`src/rtl/puf_soc_pkg.sv`:
```
// puf_soc_pkg: shared types and defaults for the PUF challenge path (CHECK state exists only with PUF_DEFRAMER_PARITY_EN)
package puf_soc_pkg;
  localparam int FRAM_SIZE_DEF = 32;
  localparam int CNT_BIT_SIZE_DEF = 6;
  localparam logic NORM_MOD = 1'b0;
  localparam logic DEBUG_MOD = 1'b1;
`ifdef PUF_DEFRAMER_PARITY_EN
  typedef enum logic [1:0] {IDLE, RECV, HOLD, CHECK} state_t;
`else
  typedef enum logic [1:0] {IDLE, RECV, HOLD} state_t;
`endif
endpackage

```
`src/rtl/puf_chal_deframer_if.sv`:
```
// puf_chal_deframer_if: serial rx bus from host plus parallel challenge handshake to the PUF core
interface puf_chal_deframer_if #(parameter int FRAM_SIZE = puf_soc_pkg::FRAM_SIZE_DEF) ();
  logic i_rx_valid;
  logic i_rx_data;
  logic o_rx_ready;
  logic [FRAM_SIZE-1:0] o_chal_data;
  logic o_chal_valid;
  logic i_chal_ready;
  modport master (output i_rx_valid, i_rx_data, i_chal_ready, input o_rx_ready, o_chal_data, o_chal_valid);
  modport slave (input i_rx_valid, i_rx_data, i_chal_ready, output o_rx_ready, o_chal_data, o_chal_valid);
endinterface

```
`src/rtl/puf_chal_deframer.sv`:
```
// puf_chal_deframer: assembles a serial challenge into a FRAM_SIZE-bit frame; PUF_DEFRAMER_PARITY_EN adds a trailing even-parity bit check
module puf_chal_deframer #(
  parameter int FRAM_SIZE = puf_soc_pkg::FRAM_SIZE_DEF,
  parameter int CNT_BIT_SIZE = puf_soc_pkg::CNT_BIT_SIZE_DEF,
  parameter logic NORM_MOD = puf_soc_pkg::NORM_MOD,
  parameter logic DEBUG_MOD = puf_soc_pkg::DEBUG_MOD
) (
  input  logic clk,
  input  logic rst_n,
  input  logic i_start,
  input  logic i_op_mode,
  puf_chal_deframer_if.slave bus,
  output logic o_busy,
  output logic o_err
);
  import puf_soc_pkg::*;
  state_t state, state_n;
  logic [CNT_BIT_SIZE-1:0] cnt;
  logic [FRAM_SIZE-1:0] shreg;
  logic mode_q, err_n, accept, last;
  assign accept = bus.i_rx_valid && bus.o_rx_ready;
  assign last = cnt == CNT_BIT_SIZE'(FRAM_SIZE - 1);
  assign bus.o_chal_data = shreg;
  always_ff @(posedge clk or negedge rst_n)
    if (!rst_n) state <= IDLE;
    else state <= state_n;
  always_comb begin
    state_n = state;
    err_n = 1'b0;
    bus.o_rx_ready = 1'b0;
    bus.o_chal_valid = 1'b0;
    o_busy = state != IDLE;
    case (state)
      IDLE: state_n = i_start ? RECV : IDLE;
      RECV: begin
        bus.o_rx_ready = 1'b1;
`ifdef PUF_DEFRAMER_PARITY_EN
        if (accept && last) state_n = CHECK;
`else
        if (accept && last) state_n = HOLD;
`endif
      end
`ifdef PUF_DEFRAMER_PARITY_EN
      CHECK: begin
        bus.o_rx_ready = 1'b1;
        if (accept) begin
          state_n = (bus.i_rx_data == ^shreg) ? HOLD : IDLE;
          err_n = bus.i_rx_data != ^shreg;
        end
      end
`endif
      HOLD: begin
        bus.o_chal_valid = 1'b1;
        state_n = bus.i_chal_ready ? IDLE : HOLD;
      end
      default: state_n = IDLE;
    endcase
    if (i_start && state != IDLE) err_n = 1'b1;
  end
  // Shift register only moves in RECV; HOLD and IDLE keep the last frame visible
  always_ff @(posedge clk or negedge rst_n)
    if (!rst_n) begin
      cnt <= '0;
      shreg <= '0;
      mode_q <= NORM_MOD;
      o_err <= 1'b0;
    end else begin
      o_err <= err_n;
      if (state == IDLE && i_start) begin
        cnt <= '0;
        shreg <= '0;
        mode_q <= i_op_mode;
      end else if (state == RECV && accept) begin
        cnt <= cnt + CNT_BIT_SIZE'(1);
        shreg <= (mode_q == DEBUG_MOD) ? shreg | (FRAM_SIZE'(bus.i_rx_data) << cnt)
                                       : {shreg[FRAM_SIZE-2:0], bus.i_rx_data};
      end
    end
endmodule

```
`src/flat_wrapper.sv`:
```
// flat-port wrapper written by rule: the top's interface ports become plain ports
module puf_chal_deframer_flat import puf_soc_pkg::*;
#(
  parameter int FRAM_SIZE = puf_soc_pkg::FRAM_SIZE_DEF,
  parameter int CNT_BIT_SIZE = puf_soc_pkg::CNT_BIT_SIZE_DEF,
  parameter logic NORM_MOD = puf_soc_pkg::NORM_MOD,
  parameter logic DEBUG_MOD = puf_soc_pkg::DEBUG_MOD
)
  (clk, rst_n, i_start, i_op_mode, o_busy, o_err, bus_i_rx_valid, bus_i_rx_data, bus_i_chal_ready, bus_o_rx_ready, bus_o_chal_data, bus_o_chal_valid);
  puf_chal_deframer_if #(.FRAM_SIZE(FRAM_SIZE)) bus_i ();
  input  logic clk;
  input  logic rst_n;
  input  logic i_start;
  input  logic i_op_mode;
  output logic o_busy;
  output logic o_err;
  input wire logic [$bits(bus_i.i_rx_valid)-1:0] bus_i_rx_valid;
  input wire logic [$bits(bus_i.i_rx_data)-1:0] bus_i_rx_data;
  input wire logic [$bits(bus_i.i_chal_ready)-1:0] bus_i_chal_ready;
  output wire logic [$bits(bus_i.o_rx_ready)-1:0] bus_o_rx_ready;
  output wire logic [$bits(bus_i.o_chal_data)-1:0] bus_o_chal_data;
  output wire logic [$bits(bus_i.o_chal_valid)-1:0] bus_o_chal_valid;
  assign bus_i.i_rx_valid = bus_i_rx_valid;
  assign bus_i.i_rx_data = bus_i_rx_data;
  assign bus_i.i_chal_ready = bus_i_chal_ready;
  assign bus_o_rx_ready = bus_i.o_rx_ready;
  assign bus_o_chal_data = bus_i.o_chal_data;
  assign bus_o_chal_valid = bus_i.o_chal_valid;
  puf_chal_deframer #(.FRAM_SIZE(FRAM_SIZE), .CNT_BIT_SIZE(CNT_BIT_SIZE), .NORM_MOD(NORM_MOD), .DEBUG_MOD(DEBUG_MOD)) u_core (.clk(clk), .rst_n(rst_n), .i_start(i_start), .i_op_mode(i_op_mode), .bus(bus_i), .o_busy(o_busy), .o_err(o_err));
endmodule
```
`config.mk`:
```
export PLATFORM = sky130hd
export DESIGN_NAME = puf_chal_deframer_flat
export DESIGN_NICKNAME = d
export VERILOG_FILES = /design/src/rtl/puf_soc_pkg.sv /design/src/rtl/puf_chal_deframer_if.sv /design/src/rtl/puf_chal_deframer.sv /design/src/flat_wrapper.sv
export SDC_FILE = /design/constraint.sdc
export NUM_CORES = 1
export LEC_CHECK = 0
export BUFFER_PORTS_ARGS = -buffer_cell sky130_fd_sc_hd__buf_2
export CORE_MARGIN = 1
export CORE_UTILIZATION = 63
export CTS_BUF_LIST = sky130_fd_sc_hd__clkbuf_4
export DETAILED_ROUTE_END_ITERATION = 8
export GPL_TIMING_DRIVEN = 0
export PLACE_DENSITY = 0.88
export SYNTH_ARGS = -nofsm -noshare
export SYNTH_HDL_FRONTEND = slang
export SYNTH_SLANG_ARGS = --single-unit
```
`constraint.sdc`:
```
create_clock -name clk -period 4 [get_ports clk]
set_clock_uncertainty 0.05 [all_clocks]
set_input_delay 1 -clock clk [delete_from_list [all_inputs] [get_ports clk]]
set_output_delay 1 -clock clk [all_outputs]
set_load 0.01 [all_outputs]
```
== Yosys cells after proc, flatten, opt, wreduce, memory -nomap -nowiden ==
Cells that the tools add are included.

* Flip-flop bits (word level): 42
* Input bits: 7
* Logic and storage cells: 32

* Add/sub/neg operators: 1
* Eq/ne operators: 4
* Shifts and indexed selects: 1
* Muxes and demuxes: 12
* Bitwise logic cells: 1
* Reduce and logical (&&, ||, !) cells: 8

{| class="wikitable"
|+ Operator list
! kind !! number
|-
| 32-bit two-way mux || 3
|-
| 32-bit bitwise OR || 1
|-
| 1-bit by 6-bit << shifter with 32-bit output || 1
|-
| 6-bit two-way mux || 2
|-
| 6-bit by 1-bit adder with 6-bit output (second input constant) || 1
|-
| 6-bit by 5-bit == test with 1-bit output (second input constant) || 1
|-
| 2-bit case mux with 3 select lines || 1
|-
| 1-bit logical AND || 5
|-
| 1-bit two-way mux || 4
|-
| 2-bit two-way mux || 2
|-
| 2-bit nonzero test || 2
|-
| 2-bit by 1-bit == test with 1-bit output (second input constant) || 1
|-
| 2-bit == test (second input constant) || 1
|-
| 2-bit logical NOT || 1
|-
| 2-bit by 1-bit != test with 1-bit output (second input constant) || 1
|}

== Logic depth before layout (Yosys ltp) ==
Gate-level depths: netlist of the first run.

* Depth after elaboration: 6
* Depth in mapped cells: 5
* Depth with buffers taken out: 4

== Worst setup path after synthesis of the first run ==
OpenSTA, ideal clock, no wires.

* Path type: register to output
* Start point: register u_core.state[1]
* End point: output port bus_o_chal_valid
* Arrival: 0.988 ns
* Required time: 2.950 ns
* Path slack: 1.962 ns
* Stages on the path, launching flop included: 4
* Buffers on the path: 1
* Cell sequence: dfrtp_1 > inv_2 > clkbuf_1 > nor2_1

* Cells in the longest elaborated chain, start to end: 2

{| class="wikitable"
|+ Ends and longest elaborated chain
! item !! RTL line !! RTL
|-
| start, declared || puf_chal_deframer.sv:17 || <nowiki>state_t state, state_n;</nowiki>
|-
| start signal, assigned || puf_chal_deframer.sv:26 || <nowiki>else state <= state_n;</nowiki>
|-
| 2-bit == test || puf_chal_deframer.sv:33 || <nowiki>case (state)</nowiki>
|-
| 1-bit two-way mux || puf_chal_deframer.sv:33 ||
|-
| end, declared || flat_wrapper.sv:22 || <nowiki>output wire logic [$bits(bus_i.o_chal_valid)-1:0] bus_o_chal_valid;</nowiki>
|}

No other way between the ends.

== Worst setup path after layout of the first run ==
Ends and elaborated chain as after synthesis.

==> flow_summary.yaml, run 1 <==
logic_synthesis:
  synth.most_common_cell: "a21oi_1"
  async_flop_share_pct: 100
  ys_warn_count: 0
  synth_seq_area_share_pct: 39.6
  yosysUniqueCellTypes: 47
  netlist_instances: 276
  synth_nets: 284
  synthTopCellsByArea: "dfrtp_1 (40%), a21oi_1 (12%), a211oi_2 (9.4%), nand2b_1 (7.1%), o21ai_0 (6.2%)"
  avgSynthCellArea_um2: 9.62
  synthTopCellsByCount: "a21oi_1 (62), dfrtp_1 (42), o21ai_0 (33)"
  yosys.area.top_type_share_pct: 39.6
  yosys_register_bits: 42
  yosysTopAreaCell: "dfrtp_1"
  synth_edf_count: 0
  netlist_area_mm2: 0.00265
  synth_ff_type: "dfrtp_1"
global_route:
  top_usage_layer: "met2"
  met2_usage_pct: 48.2
  grt_use_met1_pct: 42.6
  antenna_found_initial: 0
  grt_max_degree: 43
  grt_pass1_vias: 2210
  grt_pass1_wl_um: 10500
  grt_use_total_pct: 32.0
  gr-total-overflow: 0
  use_met3_pct: 7.02
timing:
  finalSetupTns_ns: 0
  worst_slew_pin_slew_ns: 0.933
  rsz0062_at_grt: "false"
  hold_viol_final: 0
  slew_viol_final: 0
  setup_violations: 0
  timing.final.crit_share_pct: 69.3
  finalCriticalPeriod_ns: 2.77
  whs_ns: 0.485
  fmax_ghz: 0.361
  relSlewSlack_pct: 37.8
worst_setup_path:
  endpoint: "bus_o_chal_valid"
  crit-reg2reg-capture: "u_core.bus.o_chal_data[0]"
  path_max_fanout: 10
  crit_start: "u_core.state[1]"
  cp.arrival_ns: 1.72
  start_kind: "flip-flop"
  criticalPathCategory: "flip-flop to output pin"
  reg2reg_depth: 4
  cp.required_ns: 2.95
  reg2reg_slack_ns: 2.28
  end_kind: "output pin"
  reg2reg_from: "u_core.cnt[1]"
cts:
  path_clk_slew_ns: 0.10
  cts_buffers: 5
  numClockSinks: 42
  clockBufferDepth: 2
  cts_resized: 0
  htree_levels: 2
  cts_root_buf: "clkbuf_4"
  tritoncts: "built"
  clk-insertion-delay-late_ns: 0.36
  postCtsSetupRepairBufs: 0
  ctsHoldBuffers: 0
drt:
  via_per_inst: 6.43
  drtAntennaViolNets: 0
  drc: 0
  vias: 2413
  wl_um: 6620
  drt-pass1-iter-count: 5
  drt-wirelength-per-cell_um: 17.7
  detail_route.iter0.violations: 346
flow_run:
  maxCapViolations: 0
placement:
  io_buffers: 42
  globalplace.congestion: 0.846
  dp_hpwl_um: 4590
finish:
  area_delta_synth_final_pct: 12.3
  fill_cells: 313
  layout-drive-gt1-share_pct: 33.2
  n_antenna_cell: 0
  layout.nets: 333
power:
  p_switching_mw: 0.963
  power.share.clock_pct: 9.9
  p_int_mw: 1.22
  pwr-share-comb_pct: 53.0
  peakVddDrop_mv: 0.449
  seqPwrFrac_pct: 37.0
  p_leak_nw: 1.28
  powerDensity_mw_per_mm2: 732
  swShare_pct: 44.2
floorplanning:
  initial_core_util_pct: 65.9
  die_area_mm2: 0.00448
  coreArea_mm2: 0.00403
  num_rows: 23
  io_pins: 43
  chipWidth_um: 66.9
  die_height_um: 66.9
worst_hold_path:
  hold-path-cell-count: 1
  min_path_type: "flip-flop to flip-flop"
run_status:
  outcome: "finished clean"
[placed cells by master, fill, tap and decap left out, types with 2 or more instances in the layout]
cell and instances:
a211oi_1 10, a211oi_2 20, a21boi_0 2, a21oi_1 62, and3b_1 2, and4b_1 3
and4bb_2 3, buf_2 56, buf_4 4, clkbuf_1 2, clkbuf_2 2, clkbuf_4 8
dfrtp_1 42, nand2_1 5, nand2b_1 30, nor2_1 5, nor3b_4 2, nor4b_2 2
o211ai_1 3, o21ai_0 33, o2bb2ai_1 2, o31ai_1 2
[power by group through the flow]
stage / Combinational [mW] / Clock, mW / Sequential [mW]
after floorplan: 0.743 / 0 / 0.847
after global placement: 1.11 / 0 / 0.793
after detailed placement: 1.15 / 0 / 0.810
after CTS: 1.15 / 0.218 / 0.800
after global routing: 1.27 / 0.243 / 0.827
final: 1.16 / 0.217 / 0.808
[logic make-up (layout without fill, tap and decap cells)]
family / count (synthesis) / after routing / synth area share (%)
compound gates: 135 / 135 / 33.1
xor+xnor: 2 / 2 / 0.660
fa+ha+maj: 1 / 1 / 0.471
buf+inv: 26 / 75 / 5.42
flops: 42 / 42 / 39.6
mux: 3 / 3 / 1.37
simple gates: 67 / 67 / 19.4
[registers in the layout, indices dropped and copies added (netlist names)]
name / flops
u_core.o_err: 1
u_core.bus.o_chal_data: 32
u_core.mode_q: 1
u_core.state: 2
u_core.cnt: 6
[how the worst min path moves through the flow]
stage | end | startpoint | slack, ns
5_1_grt | u_core.bus.o_chal_data[1] | u_core.bus.o_chal_data[1] | 0.52
3_3_place_gp | u_core.bus.o_chal_data[1] | u_core.bus.o_chal_data[1] | 0.46
6_report | u_core.bus.o_chal_data[1] | u_core.bus.o_chal_data[1] | 0.49
4_1_cts | u_core.bus.o_chal_data[1] | u_core.bus.o_chal_data[1] | 0.50
2_1_floorplan | u_core.bus.o_chal_data[1] | u_core.bus.o_chal_data[1] | 0.49
3_5_place_dp | u_core.bus.o_chal_data[1] | u_core.bus.o_chal_data[1] | 0.46
[area by class of cell]
type	count	area [µm²]	share of cell area [%]
Buffer	24	136	4.58
Clock buffer	7	52.6	1.76
Inverter	2	7.51	0.252
Multi-Input combinational cell	208	1460	49.0
Sequential cell	42	1050	35.3
Tap cell	50	62.6	2.10
Timing Repair Buffer	42	210	7.06
[per-layer routing]
layer,part of all wire [%],up-vias
li1,-,1129
met1,44,1177
met2,47,85
met3,5.6,22
met4,3.2,0
met5,0,-
[critical path, cell delays in order (launching register included)]
cell,delay (ns)
dfrtp_1,0.49
inv_2,0.19
clkbuf_1,0.46
nor2_1,0.09
buf_2,0.16
[metrics by stage]
stage / cell area, µm² / total power [mW] / setup slack (ns) / instances / utilization [%]
finish: 2980 / 2.18 / 1.23 / 375 / 73.9
global placement: 2930 / 1.90 / 1.63 / 368 / 72.6
global route: 2980 / 2.34 / 1.06 / 375 / 73.9
floorplan: 2650 / 1.59 / 1.96 / 276 / -
detailed placement: 2930 / 1.96 / 1.61 / 368 / 72.6
CTS: 2980 / 2.17 / 1.21 / 375 / 73.9
(Power assumes the default switching activity.)
==> run 2, diff against run 1 <==
--- a/config.mk
+++ b/config.mk
@@ -7,11 +7,11 @@
 export LEC_CHECK = 0
 export BUFFER_PORTS_ARGS = -buffer_cell sky130_fd_sc_hd__buf_2
 export CORE_MARGIN = 1
-export CORE_UTILIZATION = 63
+export CORE_UTILIZATION = 53
 export CTS_BUF_LIST = sky130_fd_sc_hd__clkbuf_4
 export DETAILED_ROUTE_END_ITERATION = 8
 export GPL_TIMING_DRIVEN = 0
-export PLACE_DENSITY = 0.88
+export PLACE_DENSITY = 0.79
 export SYNTH_ARGS = -nofsm -noshare
 export SYNTH_HDL_FRONTEND = slang
 export SYNTH_SLANG_ARGS = --single-unit
==> constraint.sdc (replaced) <==
create_clock -name clk -period 2.3 [get_ports clk]
set_clock_uncertainty 0.05 [all_clocks]
set_input_delay 0.575 -clock clk [delete_from_list [all_inputs] [get_ports clk]]
set_output_delay 0.575 -clock clk [all_outputs]
set_load 0.01 [all_outputs]
==> flow_summary.yaml, run 2 (same netlist as run 1, synthesis figures left out) <==
cts:
  path_clk_slew_ns: 0.13
  numClockSinks: 42
  cts_resized: 0
  cts_buffers: 5
  cts_root_buf: "clkbuf_4"
  ctsHoldBuffers: 0
  tritoncts: "built"
  htree_levels: 2
  clk-insertion-delay-late_ns: 0.35
  clockBufferDepth: 2
  postCtsSetupRepairBufs: 0
power:
  total_power_mw: 3.76
  p_leak_nw: 1.28
  pwr-share-comb_pct: 53.3
  peakVddDrop_mv: 0.651
  p_switching_mw: 1.66
  p_int_mw: 2.10
  power.share.clock_pct: 9.8
  seqPwrFrac_pct: 37.0
  swShare_pct: 44.0
  powerDensity_mw_per_mm2: 1250
global_route:
  grt_max_degree: 43
  antenna_found_initial: 0
  use_met3_pct: 5.39
  top_usage_layer: "met2"
  grt_pass1_wl_um: 11300
  grt_use_total_pct: 27.6
  met2_usage_pct: 41.3
  grt_use_met1_pct: 39.1
  gr-total-overflow: 0
  grt_pass1_vias: 2284
timing:
  rsz0062_at_grt: "false"
  setup_violations: 0
  fmax_ghz: 0.497
  timing.final.crit_share_pct: 87.6
  slew_viol_final: 0
  worst_slew_pin_slew_ns: 0.970
  finalCriticalPeriod_ns: 2.01
  relSlewSlack_pct: 35.3
  finalSetupTns_ns: 0
  hold_viol_final: 0
  fin_ws_ns: 0.286
  whs_ns: 0.313
floorplanning:
  io_pins: 43
  initial_core_util_pct: 55.5
  chipWidth_um: 72.8
  coreArea_mm2: 0.00479
  num_rows: 25
  die_area_mm2: 0.00529
  die_height_um: 72.8
worst_setup_path:
  path_cells: "inv_2, nor2_1, buf_2"
  path_max_fanout: 19
  cpPeakStageDelay_ns: 0.49
  start_kind: "flip-flop"
  cp_num_buf_inv: 2
  end_kind: "output pin"
  cp.arrival_ns: 1.39
  critPathTopFamily: "flip-flops"
  cp_slowest_cell: "dfrtp_1"
  cp.required_ns: 1.67
  criticalPathCategory: "flip-flop to output pin"
placement:
  dp_hpwl_um: 4460
  preCtsSetupSlack_ns: 0.378
  globalplace.congestion: 0.803
  io_buffers: 42
finish:
  fill_cells: 411
  final_cell_mix: "a21oi_1 (62), buf_2 (56), dfrtp_1 (42)"
  layout.nets: 332
  area_delta_synth_final_pct: 13.0
  layout-drive-gt1-share_pct: 33.2
  final_common_cell: "a21oi_1"
  largest_reg_flops: 32
  n_antenna_cell: 0
  utilization_pct: 62.6
drt:
  detail_route.iter0.violations: 214
  vias: 2369
  via_per_inst: 6.04
  drt-pass1-iter-count: 6
  drc: 0
  drtAntennaViolNets: 0
  drt-wirelength-per-cell_um: 16.8
  wl_um: 6580
worst_hold_path:
  min_path_type: "primary input to asynchronous set/reset pin"
flow_run:
  maxCapViolations: 0
run_status:
  outcome: "finished clean"
[run 2: cell types whose count changed in the layout (fill, tap and decap cells not counted)]
cell and change:
clkbuf_1 -1, clkinv_1 +1, clkinv_2 +1, clkbuf_4 -1
[run 2: per-layer routing]
metal / wire [µm] / up-vias
li1: - / 1118
met1: 2980 / 1141
met2: 3080 / 93
met3: 351 / 17
met4: 170 / 0
met5: 0 / -
[run 2: path summary, 6_finish.rpt]
check	cells past startpoint	endpoint	slack, ns	from
setup / recovery	3	bus_o_chal_valid	0.29	u_core.state[1]
hold / removal	1	u_core.bus.o_chal_data[10]	0.31	rst_n
setup reg to reg	4	u_core.bus.o_chal_data[0]	0.64	u_core.cnt[1]
hold reg to reg	1	u_core.bus.o_chal_data[1]	0.49	u_core.bus.o_chal_data[1]
max in group asynchronous	1	u_core.bus.o_chal_data[5]	1.28	rst_n
min in group clk	2	u_core.state[1]	0.34	bus_i_chal_ready
[run 2: power by group through the flow]
stage	combinational (mW)	sequential [mW]	clock [mW]
after floorplan	1.29	1.47	0
after global placement	1.94	1.38	0
after detailed placement	1.99	1.40	0
after CTS	2.00	1.38	0.379
after global routing	2.23	1.44	0.408
final	2.00	1.39	0.366
[run 2: through the flow]
step,std cells,instance area [µm²]
6_report,392,3000
3_3_place_gp,385,2950
5_1_grt,392,3000
4_1_cts,392,3000
2_1_floorplan,276,2650
3_5_place_dp,385,2950
[run 2: cell type report]
type | instances | area, µm² | area share [%]
inverters | 2 | 7.51 | 0.250
repair buffers | 42 | 210 | 7.01
clock buffers | 6 | 45.0 | 1.50
multi-input cells | 208 | 1460 | 48.7
plain buffers | 23 | 133 | 4.42
clock inverters | 2 | 8.76 | 0.292
well taps | 67 | 83.8 | 2.80
flip-flops and latches | 42 | 1050 | 35.1
==> run 3, diff against run 2 <==
--- a/config.mk
+++ b/config.mk
@@ -12,6 +12,7 @@
 export DETAILED_ROUTE_END_ITERATION = 8
 export GPL_TIMING_DRIVEN = 0
 export PLACE_DENSITY = 0.79
+export SETUP_SLACK_MARGIN = 0.5
 export SYNTH_ARGS = -nofsm -noshare
 export SYNTH_HDL_FRONTEND = slang
 export SYNTH_SLANG_ARGS = --single-unit
==> flow_summary.yaml, run 3 (same netlist as run 1, synthesis figures left out) <==
run_status:
  outcome: "finished clean"
timing:
  setup_violations: 0
  timing.final.crit_share_pct: 80.5
  fmax_ghz: 0.540
  finalCriticalPeriod_ns: 1.85
  rsz0062_at_grt: "true"
  slew_viol_final: 0
  whs_ns: 0.304
  finalSetupTns_ns: 0
  hold_viol_final: 0
  worst_slew_pin_slew_ns: 0.959
  relSlewSlack_pct: 36.1
finish:
  n_antenna_cell: 0
  largest_reg_flops: 32
  layout-drive-gt1-share_pct: 36.1
  utilization_pct: 65.3
  layout.nets: 342
  final_common_cell: "a21oi_1"
  final_cell_mix: "a21oi_1 (62), buf_2 (54), dfrtp_1 (41)"
  stdcell_count: 402
  area_delta_synth_final_pct: 17.7
worst_setup_path:
  reg2reg_slack_ns: 0.67
  reg2reg_from: "u_core.state[0]"
  end_kind: "output pin"
  crit-reg2reg-capture: "u_core.bus.o_chal_data[12]"
  cpPeakStageDelay_ns: 0.41
  cp.required_ns: 1.67
  path_max_fanout: 6
  cp_common_cell: "buf_6"
  cp_num_buf_inv: 2
  critPathTopFamily: "flip-flops"
  cp_slowest_cell: "dfrtp_1"
  start_kind: "flip-flop"
  path_cells: "buf_6, or2_4, buf_6"
  cp.arrival_ns: 1.23
  criticalPathCategory: "flip-flop to output pin"
  reg2reg_depth: 6
cts:
  ctsHoldBuffers: 0
  clockBufferDepth: 2
  numClockSinks: 42
  clk-insertion-delay-late_ns: 0.36
  cts_buffers: 5
  path_clk_slew_ns: 0.13
  htree_levels: 2
  tritoncts: "built"
  cts_root_buf: "clkbuf_4"
placement:
  dp_hpwl_um: 4460
  globalplace.congestion: 0.803
  dp_cells: 385
  io_buffers: 42
drt:
  drt-wirelength-per-cell_um: 17.0
  drt-pass1-iter-count: 5
  vias: 2418
  drc: 0
  drtAntennaViolNets: 0
  wl_um: 6820
  detail_route.iter0.violations: 218
  via_per_inst: 6.01
floorplanning:
  io_pins: 43
  die_area_mm2: 0.00529
  num_rows: 25
  chipWidth_um: 72.8
  initial_core_util_pct: 55.5
  die_height_um: 72.8
  coreArea_mm2: 0.00479
worst_hold_path:
  min_path_type: "primary input to asynchronous set/reset pin"
global_route:
  grt_pass1_wl_um: 11500
  grt_use_total_pct: 28.3
  grt_max_degree: 43
  gr-total-overflow: 0
  antenna_found_initial: 0
  grt_pass1_vias: 2341
flow_run:
  maxCapViolations: 0
power:
  peakVddDrop_mv: 0.660
  p_leak_nw: 1.35
  powerDensity_mw_per_mm2: 1220
run 3: where the power goes:
part	internal (mW)	total (mW)	leakage, nW	switching, mW
sequential	1.07	1.40	0.514	0.323
clock	0.127	0.365	0.0331	0.238
combinational	0.935	2.06	0.808	1.12
run 3: worst max path at each step:
stage                                from  cells past startpoint          endpoint
final                     u_core.state[0]                      3            o_busy
after global routing      u_core.state[0]                      3            o_busy
after CTS                 u_core.state[0]                      3            o_busy
after detailed placement  u_core.state[1]                      4  bus_o_chal_valid
after global placement    u_core.state[1]                      4  bus_o_chal_valid
after floorplan           u_core.state[1]                      3  bus_o_chal_valid
run 3: layer usage:
metal | global-route usage (%) | part of all wire [%] | up-vias
li1 | - | - | 1151
met1 | 39.9 | 45 | 1170
met2 | 42.7 | 47 | 81
met3 | 5.52 | 5.2 | 16
met4 | 11.8 | 2.2 | 0
met5 | 0 | 0 | -
run 3: through the flow:
step	setup slack [ns]	total power, mW	area [µm²]
after floorplan	0.687	2.77	2650
after global placement	0.358	3.32	2950
after detailed placement	0.378	3.39	2950
after CTS	0.417	3.79	3080
after global routing	0.395	4.13	3120
final	0.448	3.82	3120
run 3: what timing repair did:
item                                    CTS  global route
resized for setup                         7             7
pin swaps                                 1             1
endpoints found under the setup margin    3             4
cloned                                    0             0
buffers inserted                          7             2
run 3: final cells by class:
cell class              instances  area [µm²]
fillers                       386        1660
multi-input cells             208        1480
flip-flops and latches         42        1050
repair buffers                 51         294
plain buffers                  24         148
well taps                      67        83.8
clock buffers                   6        45.0
inverters                       2        10.0
clock inverters                 2        8.76
